<file path="config.mk">
export PLATFORM = sky130hd
export DESIGN_NAME = fpnew_opgroup_retire_buffer
export DESIGN_NICKNAME = d
export VERILOG_FILES = /design/src/rtl/fpnew_opgroup_retire_buffer.sv
export SDC_FILE = /design/constraint.sdc
export NUM_CORES = 1
export LEC_CHECK = 0
export ABC_CLOCK_PERIOD_IN_PS = 4950
export BUFFER_PORTS_ARGS = -buffer_cell sky130_fd_sc_hd__buf_2
export CORE_MARGIN = 1
export CORE_UTILIZATION = 60
export DETAILED_ROUTE_END_ITERATION = 12
export PLACE_DENSITY_LB_ADDON = 0.3
export SETUP_SLACK_MARGIN = 0.2
export SYNTH_ARGS = -nofsm -noshare
export SYNTH_HDL_FRONTEND = slang
export SYNTH_SLANG_ARGS = --single-unit
</file>
<file path="constraint.sdc">
create_clock -name clk_i -period 4.95 [get_ports clk_i]
set_clock_uncertainty 0.1 [all_clocks]
set_input_delay 0.2475 -clock clk_i [delete_from_list [all_inputs] [get_ports clk_i]]
set_output_delay 0.2475 -clock clk_i [all_outputs]
set_load 0.1 [all_outputs]
</file>
<file path="src/rtl/fpnew_opgroup_retire_buffer.sv">
// In-order retirement FIFO behind one opgroup block, with sticky fflags accumulation.
// Optional zero-latency cut-through on an empty buffer: define FPNEW_RETIRE_BYPASS_EN.
module fpnew_opgroup_retire_buffer #(
  parameter int unsigned Width    = 32,
  parameter int unsigned TagWidth = 1,
  parameter int unsigned Depth    = 4
) (
  input  logic                         clk_i,
  input  logic                         rst_i,
  input  logic                         flush_i,
  input  logic                         in_valid_i,
  output logic                         in_ready_o,
  input  logic [Width-1:0]             in_result_i,
  input  logic [4:0]                   in_status_i,
  input  logic                         in_ext_bit_i,
  input  logic [TagWidth-1:0]          in_tag_i,
  output logic                         out_valid_o,
  input  logic                         out_ready_i,
  output logic [Width-1:0]             out_result_o,
  output logic [4:0]                   out_status_o,
  output logic                         out_ext_bit_o,
  output logic [TagWidth-1:0]          out_tag_o,
  input  logic                         fflags_clr_i,
  output logic [4:0]                   fflags_o,
  output logic [$clog2(Depth+1)-1:0]   count_o,
  output logic                         busy_o
);

  localparam int unsigned CntW = $clog2(Depth + 1);
  localparam int unsigned PtrW = (Depth > 1) ? $clog2(Depth) : 1;
  localparam logic [CntW-1:0] DepthCnt = CntW'(Depth);
  localparam logic [PtrW-1:0] LastPtr  = PtrW'(Depth - 1);

  logic [Width-1:0]    mem_result [Depth];
  logic [4:0]          mem_status [Depth];
  logic                mem_ext    [Depth];
  logic [TagWidth-1:0] mem_tag    [Depth];

  logic [PtrW-1:0] rd_ptr, wr_ptr;
  logic [CntW-1:0] count;
  logic [4:0]      fflags;
  logic            empty;
  logic            out_fire;
  logic            fifo_push;
  logic            fifo_pop;

  function automatic logic [PtrW-1:0] ptr_inc(input logic [PtrW-1:0] p);
    return (p == LastPtr) ? '0 : p + 1'b1;
  endfunction

  always_comb begin
    empty         = (count == '0);
    in_ready_o    = (count < DepthCnt) & ~flush_i;
    out_valid_o   = ~empty & ~flush_i;
    out_result_o  = '0;
    out_status_o  = '0;
    out_ext_bit_o = 1'b0;
    out_tag_o     = '0;
    if (out_valid_o) begin
      out_result_o  = mem_result[rd_ptr];
      out_status_o  = mem_status[rd_ptr];
      out_ext_bit_o = mem_ext[rd_ptr];
      out_tag_o     = mem_tag[rd_ptr];
    end
`ifdef FPNEW_RETIRE_BYPASS_EN
    if (empty & ~flush_i) begin
      out_valid_o = in_valid_i;
      if (in_valid_i) begin
        out_result_o  = in_result_i;
        out_status_o  = in_status_i;
        out_ext_bit_o = in_ext_bit_i;
        out_tag_o     = in_tag_i;
      end
    end
`endif
    out_fire  = out_valid_o & out_ready_i;
    fifo_push = in_valid_i & in_ready_o;
    fifo_pop  = out_fire;
`ifdef FPNEW_RETIRE_BYPASS_EN
    // On an empty buffer a retiring entry came straight from the input, never from storage.
    if (empty) begin
      fifo_pop = 1'b0;
      if (out_ready_i) fifo_push = 1'b0;
    end
`endif
  end

  always_ff @(posedge clk_i) begin
    if (fifo_push) begin
      mem_result[wr_ptr] <= in_result_i;
      mem_status[wr_ptr] <= in_status_i;
      mem_ext[wr_ptr]    <= in_ext_bit_i;
      mem_tag[wr_ptr]    <= in_tag_i;
    end
  end

  always_ff @(posedge clk_i) begin
    if (rst_i) begin
      rd_ptr <= '0;
      wr_ptr <= '0;
      count  <= '0;
      fflags <= '0;
    end else begin
      if (flush_i) begin
        rd_ptr <= '0;
        wr_ptr <= '0;
        count  <= '0;
      end else begin
        if (fifo_push) wr_ptr <= ptr_inc(wr_ptr);
        if (fifo_pop)  rd_ptr <= ptr_inc(rd_ptr);
        if (fifo_push & ~fifo_pop)      count <= count + 1'b1;
        else if (fifo_pop & ~fifo_push) count <= count - 1'b1;
      end
      // Clear takes effect before the retiring entry's flags are folded in.
      fflags <= (fflags_clr_i ? 5'b0 : fflags) | (out_fire ? out_status_o : 5'b0);
    end
  end

  assign fflags_o = fflags;
  assign count_o  = count;
  assign busy_o   = (count != '0);

endmodule

</file>
---- After elaboration in Yosys (flattened, before gate mapping) ----
Memories as Yosys holds them, arrays and structs flattened. A register that Yosys moved wholly into a read port is not among the register bits.
Cells that the tools add are included.
operators by class
  $add $sub $neg .......................... 4
  reductions and logical operators ........ 4
  muxes and demuxes ....................... 20
  bitwise logic cells ..................... 11
  equality and inequality tests ........... 2
  magnitude comparators ................... 1
operator list
  operator             count
  $mux 32              1
  $mux 2               10
  $mux 5               3
  $and 1x1->1          6
  $mux 3               2
  $or 5x5->5           1
  $add 2x1->2 const B  2
  $eq 2x2->1 const B   2
  $mux 1               4
  $not 1->1            4
  $add 3x1->3 const B  1
  $logic_not 3->1      1
  $lt 3x3->1 const B   1
  $reduce_bool 3->1    1
  $sub 3x1->3 const B  1
  $reduce_bool 2->1    1
  $reduce_or 2->1      1
storage, ports and cells
  RAM bits ................................ 156
  input port bits ......................... 45
  memories ................................ 4
  register bits ........................... 12
memory list
  name        words  width  read ports  clocked after Yosys merged registers in  wr ports  RTL line  source
  mem_result  4      32     1           1                                        1         34        logic [Width-1:0] mem_result [Depth];
  mem_status  4      5      1           1                                        1         35        logic [4:0] mem_status [Depth];
  mem_ext     4      1      1           1                                        1         36        logic mem_ext [Depth];
  mem_tag     4      1      1           1                                        1         37        logic [TagWidth-1:0] mem_tag [Depth];

---- Longest topological paths before layout ----
Gate-level depths: netlist of the first run.
  word-level depth ........................ 7
  mapped depth ............................ 10

---- Least setup slack after synthesis of the first run ----
Ideal clock, no wire load.
  kind .................................... reg-to-reg
  from .................................... register count[0] (netlist: count_o[0])
  to ...................................... register count[2] (netlist: count_o[2])
  library setup time ...................... 0.070 ns
  path buffers ............................ 1
  setup slack ............................. 1.276 ns
  data required time ...................... 4.780 ns
  arrival ................................. 3.504 ns
  stages on the path, launching flop included .. 11
  clock period less this slack ............ 3.674 ns
  cells stage by stage .................... dfxtp_1 -> nor3_2 -> nor2_1 -> clkbuf_1 -> nand2_1 -> ha_1 -> inv_1 -> fa_1 -> xor2_1 -> or3_1 -> a21oi_1
on the way
  cells in the longest elaborated chain, start to end .. 7
  elaborated cells on any way between the ends .. 16
  those cells by class .................... add/sub: 2; order compare: 1; mux: 2; bitwise: 9; reduce/logical: 2
RTL lines
  element                                      RTL line  source
  start, declared                              40        logic [CntW-1:0] count;
  start signal, assigned                       111       if (fifo_push & ~fifo_pop) count <= count + 1'b1;
  start signal, assigned                       112       else if (fifo_pop & ~fifo_push) count <= count - 1'b1;
  $logic_not 3->1 *                            52        empty = (count == '0);
  $not 1->1 *                                  54        out_valid_o = ~empty & ~flush_i;
  $and 1x1->1 *                                54
  named net out_valid_o                        17        output logic out_valid_o,
  $and 1x1->1 *                                76        out_fire = out_valid_o & out_ready_i;
  $not 1->1                                    111
  $and 1x1->1                                  111
  $mux 3 or $reduce_bool 2->1 (tied branches)  -
Mark *: on every way through the listed nets, which the timed path passes. The rest lies on a longest branch. The select of a mux whose other input is x is not followed.
A chain may end at the register's enable or synchronous reset.

==> flow_metrics.tcl, run 1 <==
set metrics [dict create \
    yosys_most_used_dff "edfxtp_1" \
    die_x_um 106 \
    netlist_area_um2 6540 \
    grt_pass1_vias 3494 \
    initial_core_util 0.625 \
    yosysWarnings 0 \
    critical-path-top-delay-family "flip-flops" \
    synth_edf_count 156 \
    fmax_mhz 347 \
    path_buf_inv 1 \
    place_congestion 0.691 \
    dp_hpwl_mm 6.38 \
    slew_violations 0 \
    num_vias 3399 \
    hold_viol_final 0 \
    grt_overflow 0 \
    die_h_um 106 \
    synth.avg_cell_area_um2 20.9 \
    vias_per_cell 5.62 \
    hold_ws_ps 75.3 \
    status "finished clean" \
    async_flop_share 0 \
    clockBufferDepth 2 \
    path_max_fanout 39 \
    vdd_drop_max_mv 0.336 \
    yosysTopAreaCell "edfxtp_1" \
    yosysSeqAreaShare 0.759 \
    timing.setup.tns_ps 0 \
    crit_chain "mux4_2, and2_1, buf_2" \
    dr.pass1.iters 6 \
    dieArea_um2 11300 \
    synth_top_area_frac 0.716 \
    slowest_delay_ps 1030 \
    io_buffers 94 \
    post-cts-setup-buffers 0 \
    rows 37 \
    ant_nets 0 \
    worstPathRequired_ps 4600 \
    placed_area_um2 7130 \
    ys_types 27 \
    finalCriticalPeriod_ps 2880 \
    path_class "reg -> out" \
    rsz0062_at_grt "false" \
    holdCritStartpoint "flush_i" \
    grt_pass1_wl_mm 18.0 \
    final_area_um2 8060 \
    ioPinCount 95 \
    power_mw 3.03 \
    crit_path_start_kind "flop" \
    synthTopCellsByCount "156 x edfxtp_1, 43 x and2_1, 39 x mux4_2" \
    fin_nets 508 \
    leakage_nw 2.91 \
    clk_pin_slew_worst_paths_ps 60 \
    pwr_density_cell_nw_per_um2 376 \
    layout-drive-gt1-share 0.363 \
    synth.most_common_cell "edfxtp_1" \
    maxCapViolations 0 \
    cts_buffers 17 \
    clockRootBuffer "clkbuf_8" \
    hold_class "in -> reg" \
    crit_slowest_cell "dfxtp_2" \
    slew_headroom 0.289 \
    drt_wl_total_mm 11.5 \
    numClockSinks 170 \
    syn_to_final_growth_pct 23.2 \
    post-route-period-util 0.583 \
    netlist_instances 313 \
    syn_nets 365 \
    core_area_um2 10500 \
    synth_area_leaders "edfxtp_1 72%, mux4_2 13%, dfxtp_1 4.3%" \
    grt_max_degree 41 \
    grt_usage 0.223 \
    drt_iter0_markers 179 \
    antenna_found_initial 1 \
    clock_latency_ps 530 \
    htree_levels 4 \
    cts_tree "done" \
    ys_ff_latch 170 \
    drc 0 \
    regToRegStartpoint "count_o[0]" \
    wl_per_cell_um 19.0 \
    worstMarginPinSlew_ps 1070 \
    setup_viol 0 \
    cp.arrival_ps 2540 \
    endpoint_kind "output pin" \
]
==> worst reg2reg max path, delay by kind of cell, from the launching register on <==
| kind | cells | cell delay, ps |
|---|---|---|
| and+or+nand+nor | 4 | 900 |
| adders and majority gates | 2 | 550 |
| DFF | 1 | 360 |
| xor gates and xnor gates | 1 | 180 |
| AOI/OAI and AO/OA | 1 | 140 |
| buffers and inverters | 1 | 60 |
==> state kept, by name, indices dropped and copies added (netlist names), named ones only <==
name and cells:
mem_result 128, fflags_o 5, mem_tag 4, mem_ext 4
count_o 3, mem_status 20, wr_ptr 2, rd_ptr 2
==> stage by stage <==
| stage | utilization | worst slack [ps] | std cells |
|---|---|---|---|
| after floorplan | - | 1280 | 313 |
| after global placement | 0.681 | 2600 | 531 |
| after detailed placement | 0.681 | 2590 | 531 |
| after CTS | 0.770 | 2010 | 604 |
| after global routing | 0.770 | 1910 | 605 |
| final | 0.770 | 2070 | 605 |
==> cell type report <==
| type | count | area (µm²) |
|---|---|---|
| Clock inverter | 11 | 81.3 |
| Timing Repair Buffer | 137 | 898 |
| Fill cell | 599 | 2400 |
| Multi-Input combinational cell | 126 | 1500 |
| Sequential cell | 170 | 4970 |
| Inverter | 4 | 15.0 |
| Tap cell | 136 | 170 |
| Antenna cell | 1 | 2.50 |
| Clock buffer | 20 | 425 |
==> timing repair <==
| item | 4_1_cts | 5_1_grt |
|---|---|---|
| endpoints found under the hold margin | 161 | 0 |
| gates resized for setup | 0 | 0 |
| hold buffers | 42 | 0 |
==> worst paths after layout <==
| check | cells after the start | slack [ps] | to |
|---|---|---|---|
| min | 3 | 80 | count_o[2] |
| max | 3 | 2070 | out_result_o[10] |
| max reg2reg | 9 | 2590 | count_o[2] |
| min reg2reg | 2 | 400 | flop |
==> layer usage <==
| metal | vias to the layer above | global-route usage | part of all wire |
|---|---|---|---|
| li1 | 1534 | - | - |
| met1 | 1737 | 0.281 | 0.43 |
| met2 | 110 | 0.366 | 0.51 |
| met3 | 18 | 0.0693 | 0.047 |
| met4 | 0 | 0.0861 | 0.013 |
| met5 | - | 0 | 0 |
==> placed cells by master, fill, tap and decap left out, types with 2 or more instances in the layout <==
cell type	netlist	final
nor3b_1	5	5
a21oi_1	3	3
dlygate4sd3_1	0	42
edfxtp_1	156	156
mux4_2	39	39
dfxtp_1	14	12
and2_2	0	4
nor2_1	7	6
clkinv_1	0	3
clkbuf_16	0	16
o21ai_0	3	3
buf_2	2	94
clkinv_2	0	5
xor2_1	2	2
ha_1	6	6
a21o_1	5	5
clkinvlp_4	0	2
clkbuf_1	7	3
inv_1	4	4
mux2i_1	3	3
and2_1	43	39
==> report_power, final <==
group	switching, mW	internal (mW)
logic	0.200	0.0802
clock network	0.495	0.653
registers	0.0106	1.59
==> cell families (layout without fill, tap and decap cells) <==
kind of cell,after synthesis,in the layout,synth area share
flip-flops,170,170,0.759
AO/OA/AOI/OAI,11,11,0.0103
AND/OR/NAND/NOR,64,64,0.0610
multiplexers,42,42,0.139
XOR/XNOR,2,2,0.00268
buffers and inverters,17,172,0.0136
other,0,1,0
adder cells (fa/ha/maj),7,7,0.0145
No activity file was read; power rests on OpenSTA's default activity.
==> run 2, diff against run 1 <==
Settings changed: ABC_CLOCK_PERIOD_IN_PS 4950 to 2500, CORE_UTILIZATION 60 to 51.
Clock period 4.95 ns to 2.5 ns, I/O delays scaled along.
==> run 2 against run 1 <==
Net effect:
- design area rose by 5.1%
- power rose by 110%
- critical path type unchanged
- setup slack got worse by 1800 ps
- combinational power rose by 110%
- clock power rose by 130%
- flip-flop and latch count did not move
- count of clock-buffer cells in the layout rose by 3
- via count rose by 0.85%
- routed wire length rose by 6.2%
- sequential power rose by 98%
- sequential share of layout area fell by 2.9 points
==> flow_metrics.tcl, run 2 (synthesized netlist as in run 1, its figures left out) <==
set metrics [dict create \
    clockRootBuffer "clkbuf_16" \
    die_h_um 115 \
    numClockSinks 170 \
    timing.setup.tns_ps 0 \
    num_vias 3428 \
    hold_class "in -> reg" \
    endpoint_kind "output pin" \
    wl_per_cell_um 18.6 \
    slew_violations 0 \
    grt_usage 0.202 \
    clk_pin_slew_worst_paths_ps 60 \
    dr.pass1.iters 4 \
    ant_nets 0 \
    hold_viol_final 0 \
    utilization 0.674 \
    vias_per_cell 5.23 \
    worstMarginPinSlew_ps 693 \
    syn_to_final_growth_pct 29.5 \
    rows 41 \
    cts_buffers 17 \
    place_worst_setup_slack_ps 345 \
    io_buffers 94 \
    setup_viol 0 \
    clock_latency_ps 410 \
    grt_max_degree 41 \
    dieArea_um2 13300 \
    post-route-period-util 0.902 \
    ioPinCount 95 \
    rsz0062_at_grt "true" \
    worstPathRequired_ps 2280 \
    pwr_density_cell_nw_per_um2 752 \
    setup_ws_ps 246 \
    slowest_delay_ps 520 \
    path_class "reg -> out" \
    antenna_cells 0 \
    initial_core_util 0.520 \
    slew_headroom 0.534 \
    status "finished clean" \
    maxCapViolations 0 \
    die_x_um 115 \
    core_area_um2 12600 \
    mostFrequentLayoutCells "156 x edfxtp_1, 67 x buf_2, 40 x dlygate4sd3_1, 39 x mux4_2, 39 x and2_1" \
    largest_reg_flops 128 \
    grt_pass1_vias 3613 \
    critical-path-top-delay-family "multiplexers" \
    grt_pass1_wl_mm 19.0 \
    crit_slowest_cell "mux4_2" \
    path_max_fanout 6 \
    clockBufferDepth 2 \
    drt_wl_total_mm 12.2 \
    layout-drive-gt1-share 0.402 \
    leakage_nw 3.04 \
    cp.arrival_ps 2030 \
    dp_hpwl_mm 7.34 \
    regMostFlops "mem_result" \
    crit_chain "buf_4, mux4_2, and2_1, clkbuf_4" \
    crit_path_start_kind "flop" \
    grt_overflow 0 \
    r2r_slack_ps 330 \
    fin_nets 522 \
    antenna_found_initial 0 \
    fill_cells 828 \
    path_buf_inv 2 \
    place_congestion 0.709 \
    fmax_mhz 444 \
    cts_tree "done" \
    drt_iter0_markers 195 \
    drc 0 \
    vdd_drop_max_mv 0.454 \
    mostFrequentLayoutCell "edfxtp_1" \
    htree_levels 4 \
    finalCriticalPeriod_ps 2250 \
]
==> run 2: changes by cell type in the layout (fill, tap and decap cells not counted), moves of 3 or more <==
cell      previous run  this run
clkbuf_4             0        23
dfxtp_4              1         4
buf_2               94        67
buf_4                1        14
dfxtp_1             12         9
buf_12               0         6
==> run 2: worst reg2reg max path: stages (launching register included) <==
cell and delay (ps):
dfxtp_4 370, nor3_4 330, nor2_4 80, nand2_2 90
ha_4 130, inv_1 50, fa_2 330, xor2_1 170
or3_1 300, a21oi_1 160
==> run 2: final timing paths <==
check / to / startpoint / cells after the start
worst max-delay path: out_result_o[4] / flop / 4
worst min register to register: flop / rd_ptr[0] / 2
worst max register to register: count_o[2] / count_o[2] / 9
worst min-delay path: fflags_o[2] / rst_i / 3
==> run 2: per-stage QoR <==
| step | cell area (µm²) | hold slack [ps] | std cells | power, mW |
|---|---|---|---|---|
| floorplan | 6610 | 124 | 313 | 3.62 |
| detailed placement | 7380 | 244 | 581 | 3.75 |
| CTS | 8400 | 8.36 | 655 | 6.40 |
| finish | 8470 | 25.9 | 655 | 6.37 |
| global placement | 7380 | 236 | 581 | 3.74 |
| global route | 8470 | 20.0 | 655 | 6.55 |
==> run 2: what timing repair did <==
item / CTS / global route
gates cloned: 0 / 0
setup endpoints to repair: 28 / 39
hold endpoints to repair: 161 / 0
setup buffers: 2 / 0
hold buffers: 40 / 0
gates resized for setup: 0 / 32
==> run 2: routing by layer <==
metal  wire (µm)  track usage
met4         188       0.0935
met5           0            0
met2        6480        0.342
met1        5070        0.250
met3         472       0.0448
==> run 2: where the power goes <==
group          internal [mW]  leakage (nW)  switching (mW)
registers               3.15          1.53          0.0159
clock network           1.62         0.285           0.999
logic                  0.184          1.22           0.408
total                   4.95          3.04            1.42
==> run 2: final cells by class <==
| class | count | area [µm²] | share of cell area |
|---|---|---|---|
| clock buffer | 23 | 468 | 0.0552 |
| clock inverter | 9 | 124 | 0.0146 |
| inverter | 4 | 15.0 | 0.00177 |
| multi-input combinational | 126 | 1520 | 0.180 |
| sequential | 170 | 4980 | 0.588 |
| tap | 172 | 215 | 0.0254 |
| timing repair buffer | 151 | 1140 | 0.135 |
==> run 3, diff against run 2 <==
Settings changed: CORE_UTILIZATION 51 to 50.
==> run 3 against run 2 <==
Net effect:
- core utilization decreased by 0.20 points
- critical path type unchanged
- via count is 0.15% higher
- critical endpoint is now out_result_o[29]
- hold slack got worse by 0.85 ps
==> flow_metrics.tcl, run 3 (synthesized netlist as in run 1, its figures left out) <==
set metrics [dict create \
    vdd_drop_max_mv 0.476 \
    reg2regPathDepth 9 \
    post-route-period-util 0.900 \
    syn_to_final_growth_pct 30.2 \
    ant_nets 0 \
    dp_hpwl_mm 6.97 \
    fill_cells 847 \
    antenna_found_initial 0 \
    final-seq-area_um2 4980 \
    path_class "reg -> out" \
    slew_violations 0 \
    final_area_um2 8520 \
    regMostFlops "mem_result" \
    grt_overflow 0 \
    drc 0 \
    holdPathEnd "fflags_o[3]" \
    r2r-end "count_o[2]" \
    antenna_cells 0 \
    p_sw_frac 0.228 \
    clockRootBuffer "clkbuf_16" \
    leakage_nw 3.06 \
    dr.pass1.iters 4 \
    r2r_slack_ps 350 \
    cts_tree "done" \
    regToRegStartpoint "count_o[2]" \
    vias_per_cell 5.25 \
    clk_pin_slew_worst_paths_ps 60 \
    hold_viol_final 0 \
    setup_viol 0 \
    fmax_mhz 444 \
    p_clk_frac 0.421 \
    grt_max_degree 41 \
    numClockSinks 170 \
    combPwrFrac 0.092 \
    p_int_mw 5.01 \
    die_h_um 116 \
    placed_area_um2 7340 \
    drt_wl_total_mm 12.2 \
    finalCriticalPeriod_ps 2250 \
    multi_input_area_um2 1520 \
    slew_headroom 0.544 \
    clockBufferDepth 2 \
    grt_usage 0.198 \
    die_x_um 116 \
    status "finished clean" \
    rsz0062_at_grt "true" \
    pwr_density_cell_nw_per_um2 762 \
    worstPathRequired_ps 2280 \
    endpoint_kind "output pin" \
    sequentialPowerShare 0.487 \
    mostFrequentLayoutCells "156 x edfxtp_1, 61 x buf_2, 39 x mux4_2, 39 x and2_1, 39 x dlygate4sd3_1" \
    core_area_um2 12700 \
    timing.setup.tns_ps 0 \
    largest_reg_flops 128 \
    dieArea_um2 13500 \
    cp.arrival_ps 2020 \
    io_buffers 94 \
    drt_iter0_markers 188 \
    worstMarginPinSlew_ps 679 \
    holdCritStartpoint "fflags_clr_i" \
    fin_nets 521 \
    wl_per_cell_um 18.6 \
    hold_class "in -> reg" \
    htree_levels 4 \
    min_path_cells 3 \
    mostFrequentLayoutCell "edfxtp_1" \
    switchingPower_mw 1.48 \
    initial_core_util 0.516 \
    cts_buffers 17 \
    crit_path_start_kind "flop" \
    clock_latency_ps 420 \
    path_max_fanout 7 \
    maxCapViolations 0 \
    grt_pass1_vias 3633 \
    place_congestion 0.745 \
    grt_pass1_wl_mm 18.9 \
    layout-drive-gt1-share 0.411 \
    num_vias 3433 \
    rows 41 \
    ioPinCount 95 \
]
-- run 3: power by group through the flow --
stage	combinational [mW]	clock, mW	sequential, mW
2_1_floorplan	0.368	0	3.25
3_3_place_gp	0.516	0	3.22
3_5_place_dp	0.525	0	3.23
4_1_cts	0.589	2.77	3.16
5_1_grt	0.626	2.89	3.17
6_report	0.595	2.73	3.16
-- run 3: how the worst max path moves through the flow --
stage          slack, ps  depth (start not counted)               end        from
3_3_place_gp         430                          9        count_o[2]  count_o[2]
5_1_grt              170                          4   out_status_o[1]        flop
6_report             250                          4  out_result_o[29]        flop
2_1_floorplan        100                         10        count_o[2]  count_o[2]
3_5_place_dp         370                          9        count_o[2]  count_o[2]
4_1_cts              180                          4   out_result_o[4]        flop
-- run 3: cell type report --
cell class              count  area share
clock buffers              18      0.0504
inverters                   4     0.00176
flip-flops and latches    170       0.585
clock inverters            14      0.0232
repair buffers            150       0.135
well taps                 172      0.0253
multi-input cells         126       0.179
-- run 3: stage by stage --
step | cells | worst slack, ps | utilization | hold WS (ps) | power (mW)
6_report | 654 | 250 | 0.672 | 25.1 | 6.49
3_3_place_gp | 580 | 430 | 0.579 | 236 | 3.74
3_5_place_dp | 580 | 372 | 0.579 | 242 | 3.75
2_1_floorplan | 313 | 96.7 | - | 124 | 3.62
4_1_cts | 654 | 181 | 0.667 | 1.96 | 6.53
5_1_grt | 654 | 174 | 0.672 | 1.96 | 6.69
-- run 3: critical path: stages (launching register included) --
cell and delay [ps]:
dfxtp_4 440, buf_4 200, mux4_2 510, and2_1 160
buf_2 280
-- run 3: timing repair --
item	4_1_cts	5_1_grt
setup endpoints to repair	32	28
resized for setup	18	36
hold buffers	39	0
buffers inserted	2	0
pin swaps	0	0
cloned	1	0
hold endpoints to repair	156	0
-- run 3: per-layer routing --
metal  vias to the layer above  GRT usage  routed length (µm)
met2                        90      0.330                6360
met4                         0     0.0803                 139
li1                       1571          -                   -
met5                         -          0                   0
met1                      1762      0.247                5190
met3                        10     0.0555                 466
